### src/rtl/ahb_arbiter_mux.sv
// Round-robin AHB arbiter that shares one slave port among up to four masters.
// Address phase follows the current grant; write data and responses follow the data-phase owner.
module ahb_arbiter_mux #(
  parameter int NUM_MST     = 2,
  parameter int DEFAULT_MST = 0
) (
  input  logic                   clk_i,
  input  logic                   rst_i,
  input  logic [NUM_MST-1:0]     m_hbusreq_i,
  input  logic [NUM_MST-1:0]     m_hlock_i,
  input  logic [NUM_MST*32-1:0]  m_haddr_i,
  input  logic [NUM_MST*2-1:0]   m_htrans_i,
  input  logic [NUM_MST-1:0]     m_hwrite_i,
  input  logic [NUM_MST*3-1:0]   m_hsize_i,
  input  logic [NUM_MST*3-1:0]   m_hburst_i,
  input  logic [NUM_MST*4-1:0]   m_hprot_i,
  input  logic [NUM_MST*32-1:0]  m_hwdata_i,
  output logic [NUM_MST-1:0]     m_hgrant_o,
  output logic [NUM_MST-1:0]     m_hready_o,
  output logic [NUM_MST*32-1:0]  m_hrdata_o,
  output logic [NUM_MST*2-1:0]   m_hresp_o,
  output logic [31:0]            s_haddr_o,
  output logic [1:0]             s_htrans_o,
  output logic                   s_hwrite_o,
  output logic [2:0]             s_hsize_o,
  output logic [2:0]             s_hburst_o,
  output logic [3:0]             s_hprot_o,
  output logic [31:0]            s_hwdata_o,
  output logic                   s_hready_o,
  output logic [3:0]             s_hmaster_o,
  output logic                   s_hmastlock_o,
  input  logic [31:0]            s_hrdata_i,
  input  logic [1:0]             s_hresp_i,
  input  logic                   s_hreadyout_i
);

  localparam logic [1:0] DEF_IDX  = 2'(DEFAULT_MST);
  localparam logic [1:0] T_IDLE   = 2'b00;
  localparam logic [1:0] T_BUSY   = 2'b01;
  localparam logic [1:0] T_NONSEQ = 2'b10;
  localparam logic [1:0] T_SEQ    = 2'b11;

  logic [1:0]  grant_q, downer_q, rr_q;
  logic [4:0]  beats_q, beats_d;

  logic [3:0]  req_a, lock_a, write_a;
  logic [31:0] addr_a  [4];
  logic [31:0] wdata_a [4];
  logic [1:0]  trans_a [4];
  logic [2:0]  size_a  [4];
  logic [2:0]  burst_a [4];
  logic [3:0]  prot_a  [4];

  logic [1:0]  own_trans;
  logic [2:0]  own_burst;
  logic        own_lock;
  logic        hold;
  logic        found;
  logic [1:0]  rr_pick, cand;

  // Unused master slots are padded to zero so every lookup can index all four.
  for (genvar k = 0; k < 4; k++) begin : g_slot
    if (k < NUM_MST) begin : g_used
      assign req_a[k]   = m_hbusreq_i[k];
      assign lock_a[k]  = m_hlock_i[k];
      assign write_a[k] = m_hwrite_i[k];
      assign addr_a[k]  = m_haddr_i[k*32 +: 32];
      assign wdata_a[k] = m_hwdata_i[k*32 +: 32];
      assign trans_a[k] = m_htrans_i[k*2 +: 2];
      assign size_a[k]  = m_hsize_i[k*3 +: 3];
      assign burst_a[k] = m_hburst_i[k*3 +: 3];
      assign prot_a[k]  = m_hprot_i[k*4 +: 4];
    end else begin : g_pad
      assign req_a[k]   = 1'b0;
      assign lock_a[k]  = 1'b0;
      assign write_a[k] = 1'b0;
      assign addr_a[k]  = 32'h0;
      assign wdata_a[k] = 32'h0;
      assign trans_a[k] = T_IDLE;
      assign size_a[k]  = 3'h0;
      assign burst_a[k] = 3'h0;
      assign prot_a[k]  = 4'h0;
    end
  end

  for (genvar k = 0; k < NUM_MST; k++) begin : g_out
    assign m_hgrant_o[k]          = (grant_q == 2'(k));
    assign m_hready_o[k]          = s_hreadyout_i;
    assign m_hrdata_o[k*32 +: 32] = s_hrdata_i;
    assign m_hresp_o[k*2 +: 2]    = (downer_q == 2'(k)) ? s_hresp_i : 2'b00;
  end

  assign own_trans = trans_a[grant_q];
  assign own_burst = burst_a[grant_q];
  assign own_lock  = lock_a[grant_q];

  // INCR bursts keep beats_q at 0, so SEQ/BUSY holds until the master leaves the burst.
  assign hold = own_lock
             || (own_trans == T_NONSEQ && own_burst != 3'd0)
             || ((own_trans == T_SEQ || own_trans == T_BUSY) && beats_q != 5'd1);

  // Scanning modulo 4 over zero-padded requests preserves round-robin order for any NUM_MST.
  always_comb begin
    found   = 1'b0;
    rr_pick = DEF_IDX;
    cand    = rr_q;
    for (int i = 1; i <= 4; i++) begin
      cand = rr_q + 2'(i);
      if (!found && req_a[cand]) begin
        found   = 1'b1;
        rr_pick = cand;
      end
    end
  end

  always_comb begin
    beats_d = beats_q;
    if (own_trans == T_NONSEQ) begin
      case (own_burst)
        3'd2, 3'd3: beats_d = 5'd3;
        3'd4, 3'd5: beats_d = 5'd7;
        3'd6, 3'd7: beats_d = 5'd15;
        default:    beats_d = 5'd0;
      endcase
    end else if (own_trans == T_SEQ && beats_q != 5'd0) begin
      beats_d = beats_q - 5'd1;
    end
  end

  always_ff @(posedge clk_i or posedge rst_i) begin
    if (rst_i) begin
      grant_q  <= DEF_IDX;
      downer_q <= DEF_IDX;
      rr_q     <= DEF_IDX;
      beats_q  <= 5'd0;
    end else if (s_hreadyout_i) begin
      downer_q <= grant_q;
      beats_q  <= beats_d;
      if (!hold) begin
        if (found) begin
          grant_q <= rr_pick;
          rr_q    <= rr_pick;
        end else begin
          grant_q <= DEF_IDX;
        end
      end
    end
  end

  assign s_haddr_o     = addr_a[grant_q];
  assign s_htrans_o    = rst_i ? T_IDLE : own_trans;
  assign s_hwrite_o    = write_a[grant_q];
  assign s_hsize_o     = size_a[grant_q];
  assign s_hburst_o    = own_burst;
  assign s_hprot_o     = prot_a[grant_q];
  assign s_hwdata_o    = wdata_a[downer_q];
  assign s_hready_o    = s_hreadyout_i;
  assign s_hmaster_o   = {2'b00, grant_q};
  assign s_hmastlock_o = !rst_i && own_lock && (own_trans != T_IDLE);

endmodule

### config.mk
export PLATFORM = sky130hd
export DESIGN_NAME = ahb_arbiter_mux
export DESIGN_NICKNAME = d
export VERILOG_FILES = /design/src/rtl/ahb_arbiter_mux.sv
export SDC_FILE = /design/constraint.sdc
export NUM_CORES = 1
export LEC_CHECK = 0
export ABC_CLOCK_PERIOD_IN_PS = 4800
export BUFFER_PORTS_ARGS = -buffer_cell sky130_fd_sc_hd__buf_4
export CAP_MARGIN = 20
export CORE_AREA = 2 2 135 137
export DETAILED_ROUTE_END_ITERATION = 12
export DIE_AREA = 0 0 137 139
export GPL_TIMING_DRIVEN = 0
export PLACE_DENSITY = 0.45
export SLEW_MARGIN = 20
export SYNTH_ARGS = -nofsm -noshare
export SYNTH_HDL_FRONTEND = slang
export SYNTH_SLANG_ARGS = --single-unit
### constraint.sdc
create_clock -name clk_i -period 4.8 [get_ports clk_i]
set_clock_uncertainty 0.1 [all_clocks]
set_input_delay 0.96 -clock clk_i [delete_from_list [all_inputs] [get_ports clk_i]]
set_output_delay 0.96 -clock clk_i [all_outputs]
set_load 0.01 [all_outputs]
* Yosys cells after proc, flatten, opt, wreduce, memory -nomap -nowiden
Index checks and enable logic that the tools add are counted.
** Storage, ports and cells
- Word-level logic and storage cells :: 102
- Flip-flop bits (word level) :: 11
- Output and inout port bits :: 155
- Input bits :: 195
** Operators by class
- Add/subtract/negate cells :: 4
- Bitwise operators :: 3
- Magnitude comparators :: 7
- Mux-type cells :: 45
- Equality and inequality tests :: 12
- Reduce and logical (&&, ||, !) cells :: 27
** Operator list (count)
- $bmux W32 S2 :: 2
- $mux W32 :: 4
- $mux W2 :: 10
- $lt A2 B3 Y1 const B :: 5
- $bmux W1 S2 :: 6
- $bmux W3 S2 :: 2
- $eq A3 B3 Y1 const B :: 4
- $mux W3 :: 4
- $pmux W4 S3 :: 1
- $mux W1 :: 10
- $mux W5 :: 2
- $bmux W4 S2 :: 1
- $logic_and A1 B1 Y1 :: 8
- $mux W4 :: 2
- $eq A2 B1 Y1 const B :: 3
- $eq A3 B2 Y1 const B :: 2
- $ge A3 B3 Y1 const B :: 2
- $not A2 Y3 :: 2
- $reduce_or A2 Y1 :: 3
- $ne A5 B1 Y1 const B :: 1
- $reduce_bool A5 Y1 :: 1
- $sub A5 B1 Y5 const B :: 1
- $add A2 B2 Y2 const B :: 2
- $bmux W2 S2 :: 1
- other kinds (10) :: 19

* Longest topological paths before layout
Gate-level depths: netlist of run 1.
- Depth after elaboration :: 14
- Depth in mapped cells :: 6
- Gate-level depth less buffers :: 6

* Least setup slack after synthesis of run 1
OpenSTA, ideal clock, no wires.
- Path type :: input to output
- From :: input port m_htrans_i[3]
- To :: output port s_hmastlock_o
- Data required time :: 3.740 ns
- Setup slack :: 2.011 ns
- Cell stages on the path :: 2
- Arrival :: 1.729 ns
- Buffers on the path :: 0
- Cell sequence :: mux2i_1 a2111oi_0
** On the way
- Word-level cells in the longest chain between the ends :: 5
** RTL lines
- start, declared :: RTL line 12 : input logic [NUM_MST*2-1:0] m_htrans_i,
- $bmux W2 S2 :: RTL line 93 : assign own_trans = trans_a[grant_q];
- $mux W2 (not written as such) (2 in series) :: RTL line 93
- $reduce_bool A2 Y1 :: RTL line 159 : assign s_hmastlock_o = !rst_i && own_lock && (own_trans != T_IDLE);
- $logic_and A1 B1 Y1 :: RTL line 159
- end, declared :: RTL line 31 : output logic s_hmastlock_o,
Every way passes these cells. The select of a mux whose other input is x is not followed.

* Final worst setup path of run 1
- From :: register grant_q[1]
- To :: output port s_haddr_o[30]
** On the way
- Word-level cells in the longest chain between the ends :: 4
** RTL lines
- start, declared :: RTL line 43 : logic [1:0] grant_q, downer_q, rr_q;
- start signal, assigned :: RTL line 141 : grant_q <= rr_pick;
- $not A2 Y3 (not written as such) :: RTL line 150 : assign s_haddr_o = addr_a[grant_q];
- $bmux W32 S2 :: RTL line 150
- $mux W32 (not written as such) (2 in series) :: RTL line 150
- end, declared :: RTL line 22 : output logic [31:0] s_haddr_o,
Every way passes these cells. The select of a mux whose other input is x is not followed.

==> run metrics, run 1 <==
Post-synth top cells mux2i_1 (79), nor2_1 (79), buf_4 (69); initial antenna violation count 0; DR vias 3,344; Reg2Reg Launch Point beats_q[0]$_DFFE_PP0P_; post-detail-place hpwl 11.0 mm; slew margin rel. between 60% and 70%; minimum clock period between 3000 and 4000 ps; TritonRoute pass-1 iters 5; Worst-Skew Late Latency about 240 ps; Initial Util approximately 14%; Top-Level Pins between 300 and 400; grt ovf 0; first-pass GRT wire length approximately 18 mm; Worst path max stage delay 510 ps; CTS buffer count 3; RD Place Congestion a little under 0.8; # clock sinks 11; routed len/inst approximately 14 microns; DRT antenna net count 0; Post-synth ARST share 100%; CP arrival roughly 2300 ps; critical path capture point s_haddr_o[30]; Yosys reg bits 11; clock root buffer clkbuf_16; top post-synthesis cells by area mux2i_1 (32%), buf_4 (21%), nor2_1 (12%); critical-path cell list buf_2 -> buf_1 -> clkbuf_1 -> nor2_1 -> buf_4; worst-case reg-to-reg path depth 6; worst hold start rr_q[1]$_DFFE_PP0P_; CTS Hold Bufs 0; fraction of layout cells with a size suffix above 1 63.3%; Synth Instances between 300 and 400; Worst-path clk slew roughly 40 ps; LEAKAGE 2.84 nW; Crit. End Element output port; area growth from synthesis to layout 112%; PwrDens between 300 and 400 nW/um^2; core box area roughly 18,000 sq um; worst slew pin tran 589 ps; average size of a mapped cell between 7 and 8 sq um; Synth top area share 32.4%; Hold Crit Class reg -> reg; post-synth top area cell mux2i_1; fin. max-slew vios 0; worst-path fanout max 10; highest clock rate ~300 MHz; vias in the first global route ~3,300; CP required around 3700 ps; DRC violations left 0; Die Area about 19,000 sq um; diode count 0; DRT Wirelength 12.5 mm; setup TNS 0 ps; final hold vios 0; CTS tree built; r2r setup slk between 2000 and 3000 ps; port bufs ~320; FILL cells ~1,900; htree depth 1; RSZ-0062 raised after global routing no; Die Wd ~140 microns; period utilization between 60% and 70%; Setup-failing EPs final 0; worst vdd ir 0.177 mV; # rows 49; Seq/Total Area, Yosys 11.3%; mapped cell area roughly 2400 sq um; Ys Warns 0; EDFF count, synth 0; Slowest cell on crit path clkbuf_1; initial drt markers between 100 and 150; Tot GR Track Use a little under an eighth; post-CTS setup repair buffer count 0; maxcap violations 0; pin count of the biggest net entering global routing 12; element type at the critical path start flip-flop; clk buf depth 2; post_cts resized 0; vias per cell about 3.8; fin util slightly below 30%; r2r endpoint beats_q[4]$_DFFE_PP0P_; critical path class reg -> out; Worst Setup SP grant_q[1]$_DFFE_PP0P_; number of nets in the layout ~840; Die Height around 140 microns; Netlist cell types 40; Most used DFF post-synth dfrtp_1; status complete, no violations
[registers in the layout, indices dropped and copies added, names as in the netlist]
register	cells
grant_q	2
rr_q	2
downer_q	2
beats_q	5
[power breakdown]
part,internal (W),switching [W]
logic,0.000788,0.000730
clock network,0.000112,0.0000421
registers,0.000126,0.0000284
[how the worst min path moves through the flow]
stage,depth (start not counted),to
2_1_floorplan,1,rr_q[1]$_DFFE_PP0P_
3_3_place_gp,1,rr_q[1]$_DFFE_PP0P_
3_5_place_dp,1,rr_q[1]$_DFFE_PP0P_
4_1_cts,1,rr_q[1]$_DFFE_PP0P_
5_1_grt,1,rr_q[1]$_DFFE_PP0P_
6_report,1,rr_q[1]$_DFFE_PP0P_
[layout by cell type (no fill, tap or decap), types with 3 or more instances in the layout]
| cell | n |
|---|---|
| nor2_1 | 79 |
| mux2i_1 | 79 |
| nand2_1 | 4 |
| buf_4 | 384 |
| clkbuf_1 | 8 |
| buf_1 | 3 |
| a211oi_1 | 3 |
| mux2_2 | 3 |
| inv_1 | 10 |
| a21oi_1 | 3 |
| nor3_1 | 6 |
| clkbuf_16 | 3 |
| buf_2 | 9 |
| dfrtp_1 | 11 |
[routing by layer]
metal | vias up | GRT usage, % | part of all wire (%)
li1 | 1661 | - | -
met5 | - | 0 | 0
met1 | 1496 | 13.0 | 35
met2 | 179 | 22.6 | 53
met3 | 8 | 2.45 | 10
met4 | 0 | 1.30 | 1.1
[area by class of cell]
| type | count | area, sq um | share of cell area [%] |
|---|---|---|---|
| Tap cell | 229 | 287 | 5.54 |
| Timing Repair Buffer | 315 | 2360 | 45.7 |
| Multi-Input combinational cell | 212 | 1520 | 29.4 |
| Buffer | 89 | 612 | 11.8 |
| Sequential cell | 11 | 275 | 5.32 |
| Inverter | 10 | 37.5 | 0.726 |
| Clock buffer | 4 | 78.8 | 1.52 |
[cells by family after synthesis]
kind of cell    after synthesis  share of synthesized area, %
flops                        11                          11.3
simple gates                 99                          17.8
fa+ha+maj                     2                          1.03
buf+inv                      99                          26.6
other cells                   1                         0.154
compound gates               26                          8.72
mux                          83                          34.4
[per-stage QoR]
stage,power [W],cell area [sq um],instances,worst slack [ps],hold slack [ps]
6_report,0.00183,5170,870,1480,410
5_1_grt,0.00195,5170,870,1260,475
4_1_cts,0.00186,5170,870,1400,418
3_5_place_dp,0.00169,5090,866,1660,406
3_3_place_gp,0.00168,5090,866,1700,391
2_1_floorplan,0.000944,2440,322,2010,375
[worst max-delay path: cells and delay by family, from the launching register on]
family / cells / cell delay, ps
DFF: 1 / 440
and+or+nand+nor: 1 / 140
buffers and inverters: 4 / 1440
(Power assumes the default switching activity.)
==> run 2: changes to the inputs <==
==> config.mk (replaced) <==
export PLATFORM = sky130hd
export DESIGN_NAME = ahb_arbiter_mux
export DESIGN_NICKNAME = d
export VERILOG_FILES = /design/src/rtl/ahb_arbiter_mux.sv
export SDC_FILE = /design/constraint.sdc
export NUM_CORES = 1
export LEC_CHECK = 0
export ABC_AREA = 1
export ABC_CLOCK_PERIOD_IN_PS = 2990
export BUFFER_PORTS_ARGS = -buffer_cell sky130_fd_sc_hd__buf_4
export CAP_MARGIN = 20
export CORE_AREA = 2 2 137 139
export DETAILED_ROUTE_END_ITERATION = 12
export DIE_AREA = 0 0 139 141
export GPL_TIMING_DRIVEN = 0
export PLACE_DENSITY = 0.44
export SLEW_MARGIN = 20
export SYNTH_ARGS = -nofsm -noshare
export SYNTH_HDL_FRONTEND = slang
export SYNTH_SLANG_ARGS = --single-unit
==> constraint.sdc (replaced) <==
create_clock -name clk_i -period 2.99 [get_ports clk_i]
set_clock_uncertainty 0.1 [all_clocks]
set_input_delay 0.598 -clock clk_i [delete_from_list [all_inputs] [get_ports clk_i]]
set_output_delay 0.598 -clock clk_i [all_outputs]
set_load 0.01 [all_outputs]
==> run 2 against run 1 <==
  * Sequential cell count did not move
  * Worst hold slack worse by 120 ps
  * Highest routed layer unchanged
  * Clock-buffer cell count unchanged
  * Global-route usage up 0.20 points
  * Final area is 5.7% lower
==> run metrics, run 2 <==
status complete, no violations; worst vdd ir 0.199 mV (+12%); Die Area 19,600 sq um (+2.9%); DR vias 3,368 (+0.72%); Crit. End Element output port; post-detail-place hpwl 11.2 mm (+2.3%); critical path class reg -> out; CTS tree built; Reg with most FFs beats_q; Die Height 141 microns (+1.4%); register area 275 sq um (unchanged); CP required 2290 ps (-1450 ps); r2r setup slk 1320 ps (-1450 ps); Largest register FFs 5 (unchanged); Ys Warns 0 (unchanged); Setup-failing EPs final 0 (unchanged); element type at the critical path start flip-flop; clk buf depth 2 (unchanged); final cell count without fillers 902 (+3.7%); worst-path fanout max 10 (unchanged); setup TNS 0 ps (unchanged); average size of a mapped cell 6.14 sq um (-19%); core box area 18,300 sq um (+3.5%); final hold vios 0 (unchanged); RD Place Congestion 0.766 (-0.83%); overall power 0.00271 W (+48%); Post-DP Area 4800 sq um (-5.8%); Tot GR Track Use 11.8% (+0.20 points); htree depth 1 (unchanged); setup ws final 320 ps (-1160 ps); area growth from synthesis to layout 128%; clock root buffer clkbuf_16; Worst-path clk slew 40 ps (about the same); Yosys reg bits 11 (unchanged); Worst-Skew Late Latency 240 ps (about the same); Most used DFF post-synth dfrtp_1; # clock sinks 11 (unchanged); minimum clock period between 2000 and 3000 ps; grt ovf 0 (unchanged); Synth top area share 24.2% (-8.2 points); DRC violations left 0 (unchanged); Initial Util 11.7% (-2.1 points); Hold Crit Class in -> async; DRT Wirelength 12.8 mm (+2.4%); count leader, synth nand2_1; FILL cells 2,095 (+9.1%); top post-synthesis cells by area buf_4 (24%), nand2_1 (19%), a22o_1 (16%); TritonRoute pass-1 iters 4 (-1); RSZ-0062 raised after global routing no; CTS Hold Bufs 0 (unchanged); number of nets in the layout 866 (+3.2%); pin count of the biggest net entering global routing 12 (unchanged); initial antenna violation count 0 (unchanged); area of the multi-input gates 1190 sq um (-21%); highest clock rate about 370 MHz; routed len/inst 14.2 microns (-1.3%); fraction of layout cells with a size suffix above 1 59.6% (-3.8 points); Netlist cell types 22 (-45%); diode count 0 (unchanged); Top-Level Pins 350 (unchanged); post_cts resized 0 (unchanged); dpl cells 898 (+3.7%); CP arrival 1970 ps (-290 ps); vias in the first global route 3,260 (+0.25%); DRT antenna net count 0 (unchanged); slew margin rel. 55.2% (-5.5 points); maxcap violations 0 (unchanged); dpl ws 498 ps (-1170 ps); Synth Instances 348 (+8.4%); period utilization 89.3%; highest-count cells in the layout ignoring fill and taps buf_4 (384), nand2_1 (109), a22o_1 (40), a21oi_1 (32), clkbuf_1 (16); most common cell after layout, fill and taps aside buf_4; mapped cell area 2140 sq um (-12%); Post-synth top cells nand2_1 (109), buf_4 (69), a22o_1 (40); Seq/Total Area, Yosys 12.9% (+1.6 points); EDFF count, synth 0 (unchanged); Post-synth ARST share 100% (unchanged); LEAKAGE 2.72 nW (-4.4%); CTS buffer count 3 (unchanged); worst slew pin tran 672 ps (+83.1 ps); fin. max-slew vios 0 (unchanged); final instance area 4880 sq um (-5.7%); PwrDens 556 nW/um^2 (+57%); port bufs 315 (unchanged); initial drt markers 129 (+19%); first-pass GRT wire length 18.4 mm (+4.3%); Die Wd 139 microns (+1.5%); # rows 50 (+2.0%); post-CTS setup repair buffer count 0 (unchanged); vias per cell 3.73 (-2.9%); post-synth top area cell buf_4
run 2: cell types whose count changed in the layout (fill, tap and decap cells not counted), moves of 5 or more:
cell | before | now
nand2_1 | 4 | 109
mux2i_1 | 79 | 0
nor2_1 | 79 | 13
a22o_1 | 1 | 40
a21oi_1 | 3 | 32
o21ai_0 | 2 | 14
nand3_1 | 0 | 9
clkbuf_1 | 8 | 16
nor3_1 | 6 | 0
buf_2 | 9 | 4
inv_1 | 10 | 15
run 2: final cells by class:
type                       instances  share of cell area, %
inverter                          18                   1.38
buffer                            89                   12.4
multi-input combinational        231                   24.5
tap                              234                   6.00
sequential                        11                   5.64
timing repair buffer             315                   48.5
clock buffer                       4                   1.62
run 2: kinds of logic (layout without fill, tap and decap cells):
logic type / count (synthesis) / count (layout) / synth area share (%)
adder cells (fa/ha/maj): 2 / 2 / 1.17
buffers and inverters: 107 / 426 / 31.5
other: 1 / 2 / 0.175
AO/OA/AOI/OAI: 87 / 87 / 27.6
AND/OR/NAND/NOR: 139 / 139 / 26.3
XOR/XNOR: 1 / 1 / 0.410
flip-flops: 11 / 11 / 12.9
run 2: path summary, 6_finish.rpt:
path                                        start                     end  depth (start not counted)
min                                         rst_i  beats_q[4]$_DFFE_PP0P_                          2
min in group clk_i            rr_q[1]$_DFFE_PP0P_     rr_q[1]$_DFFE_PP0P_                          1
max                        grant_q[1]$_DFFE_PP0P_            s_hsize_o[2]                          4
max in group asynchronous                   rst_i     rr_q[1]$_DFFE_PP0P_                          2
max reg2reg                grant_q[1]$_DFFE_PP0P_     rr_q[1]$_DFFE_PP0P_                          7
min reg2reg                   rr_q[1]$_DFFE_PP0P_     rr_q[1]$_DFFE_PP0P_                          1
run 2: layer usage:
metal	wire [microns]	up-vias	track usage (%)
met3	847	12	2.14
met5	0	-	0
met4	179	0	2.07
met2	6540	150	21.3
li1	-	1722	-
met1	5240	1484	14.8
run 2: critical path, stage by stage (launching register included):
cell and delay (ps):
dfrtp_1 470, nor2_4 300, clkbuf_1 560, a22o_1 250, buf_4 140
run 2: per-stage QoR:
stage | hold slack (ps) | utilization (%)
5_1_grt | 345 | 26.7
3_5_place_dp | 373 | 26.3
6_report | 292 | 26.7
4_1_cts | 318 | 26.7
2_1_floorplan | 337 | -
3_3_place_gp | 367 | 26.3
run 2: where the power goes:
| group | switching, W | internal [W] | leakage (nW) |
|---|---|---|---|
| sequential | 0.0000285 | 0.000196 | 0.143 |
| clock | 0.0000685 | 0.000179 | 0.0382 |
| combinational | 0.00116 | 0.00108 | 2.54 |
==> run 3: changes to the inputs <==
--- a/config.mk
+++ b/config.mk
@@ -13,6 +13,7 @@
 export DETAILED_ROUTE_END_ITERATION = 12
 export DIE_AREA = 0 0 139 141
 export GPL_TIMING_DRIVEN = 0
+export MAX_ROUTING_LAYER = met4
 export PLACE_DENSITY = 0.44
 export SLEW_MARGIN = 20
 export SYNTH_ARGS = -nofsm -noshare
==> run 3 against run 2 <==
  * First-iteration DRC count is 7.0% lower
  * Clock power hardly changed
  * Final area stayed put
  * Combinational power hardly changed
  * Cell count stayed put
  * Sequential cell count stayed put
  * Critical path depth stayed put
  * Largest power group unchanged
==> run metrics, run 3 (synthesized netlist as in run 2, its figures left out) <==
grt ovf 0 (unchanged); DR vias 3,366 (-0.059%); setup TNS 0 ps (unchanged); r2r setup slk 1310 ps (about the same); CTS tree built; Tot GR Track Use 12.1% (+0.34 points); element type at the critical path start flip-flop; fin. max-slew vios 0 (unchanged); most common cell after layout, fill and taps aside buf_4; slew margin rel. 55.2% (about the same); area growth from synthesis to layout 128% (unchanged); # rows 50 (unchanged); dpl cells 898 (unchanged); Top-Level Pins 350 (unchanged); Post-DP Area 4800 sq um (unchanged); status complete, no violations; Largest register FFs 5 (unchanged); r2r endpoint rr_q[1]$_DFFE_PP0P_; CP arrival 1970 ps (about the same); routed len/inst 14.2 microns (+0.19%); RSZ-0062 raised after global routing no; fin util 26.7% (unchanged); diode count 0 (unchanged); worst-case reg-to-reg path depth 7 (unchanged); Worst-Skew Late Latency 240 ps (about the same); first-pass GRT wire length 18.4 mm (-0.15%); RD Place Congestion 0.781 (+2.0%); highest clock rate 375 MHz (about the same); Initial Util 11.7% (unchanged); vias per cell 3.73 (about the same); period utilization 89.2% (about the same); htree depth 1 (unchanged); post_cts resized 0 (unchanged); Die Wd 139 microns (unchanged); fraction of layout cells with a size suffix above 1 59.6% (unchanged); pin count of the biggest net entering global routing 12 (unchanged); final hold vios 0 (unchanged); final instance area 4880 sq um (unchanged); PwrDens 557 nW/um^2 (+0.13%); initial drt markers 120 (-7.0%); DRT antenna net count 0 (unchanged); post-detail-place hpwl 11.2 mm (unchanged); Crit. End Element output port; core box area 18,300 sq um (unchanged); Worst-path clk slew 40 ps (about the same); CTS buffer count 3 (unchanged); Setup-failing EPs final 0 (unchanged); worst slew pin tran 672 ps (+0.0255 ps); post-CTS setup repair buffer count 0 (unchanged); worst vdd ir 0.199 mV (about the same); Die Height 141 microns (unchanged); LEAKAGE 2.72 nW (unchanged); DRT Wirelength 12.8 mm (+0.19%); clock root buffer clkbuf_16; DRC violations left 0 (unchanged); maxcap violations 0 (unchanged); vias in the first global route 3,269 (+0.28%); initial antenna violation count 0 (unchanged); Hold Crit Class in -> async; worst-path fanout max 10 (unchanged); minimum clock period 2670 ps (-2.43 ps); critical path class reg -> out; port bufs 315 (unchanged); Reg with most FFs beats_q; highest-count cells in the layout ignoring fill and taps buf_4 (384), nand2_1 (109), a22o_1 (40), a21oi_1 (32), clkbuf_1 (16); CP required 2290 ps (about the same); CTS Hold Bufs 0 (unchanged); clk buf depth 2 (unchanged); # clock sinks 11 (unchanged); TritonRoute pass-1 iters 4 (unchanged); overall power 0.00271 W (+0.13%); Reg2Reg Launch Point grant_q[1]$_DFFE_PP0P_; final cell count without fillers 902 (unchanged); Die Area 19,600 sq um (unchanged); number of nets in the layout 866 (unchanged)
run 3: cell counts in the layout (fill, tap and decap cells not counted):
No cell type changed its count.
run 3: per-layer routing:
layer,track usage [%],share of wire (%)
met3,2.11,6.5
met5,-,0
met1,14.8,41
met4,2.07,1.3
met2,21.4,51
run 3: layout make-up:
cell class | count | area, sq um
plain buffers | 89 | 606
clock buffers | 4 | 78.8
fillers | 2095 | 13400
inverters | 18 | 67.6
flip-flops and latches | 11 | 275
well taps | 234 | 293
multi-input cells | 231 | 1190
repair buffers | 315 | 2360
run 3: worst max-delay path by stage:
stage,start,endpoint,slack (ps),cells after the start
3_3_place_gp,grant_q[1]$_DFFE_PP0P_,s_hsize_o[2],510,4
5_1_grt,grant_q[1]$_DFFE_PP0P_,s_hsize_o[2],140,4
6_report,grant_q[1]$_DFFE_PP0P_,s_hsize_o[2],320,4
3_5_place_dp,grant_q[1]$_DFFE_PP0P_,s_hsize_o[2],500,4
2_1_floorplan,grant_q[0]$_DFFE_PP0P_,s_hmastlock_o,930,7
4_1_cts,grant_q[1]$_DFFE_PP0P_,s_hsize_o[2],240,4
run 3: worst max-delay path, stage by stage (launching register included):
cell and delay, ps:
dfrtp_1 470, nor2_4 290, clkbuf_1 560, a22o_1 250, buf_4 140
run 3: per-stage QoR:
step                      hold slack (ps)  setup slack [ps]
final                                 289               322
after CTS                             318               241
after detailed placement              373               498
after global placement                367               507
after floorplan                       337               927
after global routing                  340               138
run 3: report_power, final:
group	leakage, nW	internal [W]	switching, W
combinational	2.54	0.00108	0.00116
clock	0.0382	0.000179	0.0000689
sequential	0.143	0.000196	0.0000285
total	2.72	0.00146	0.00126
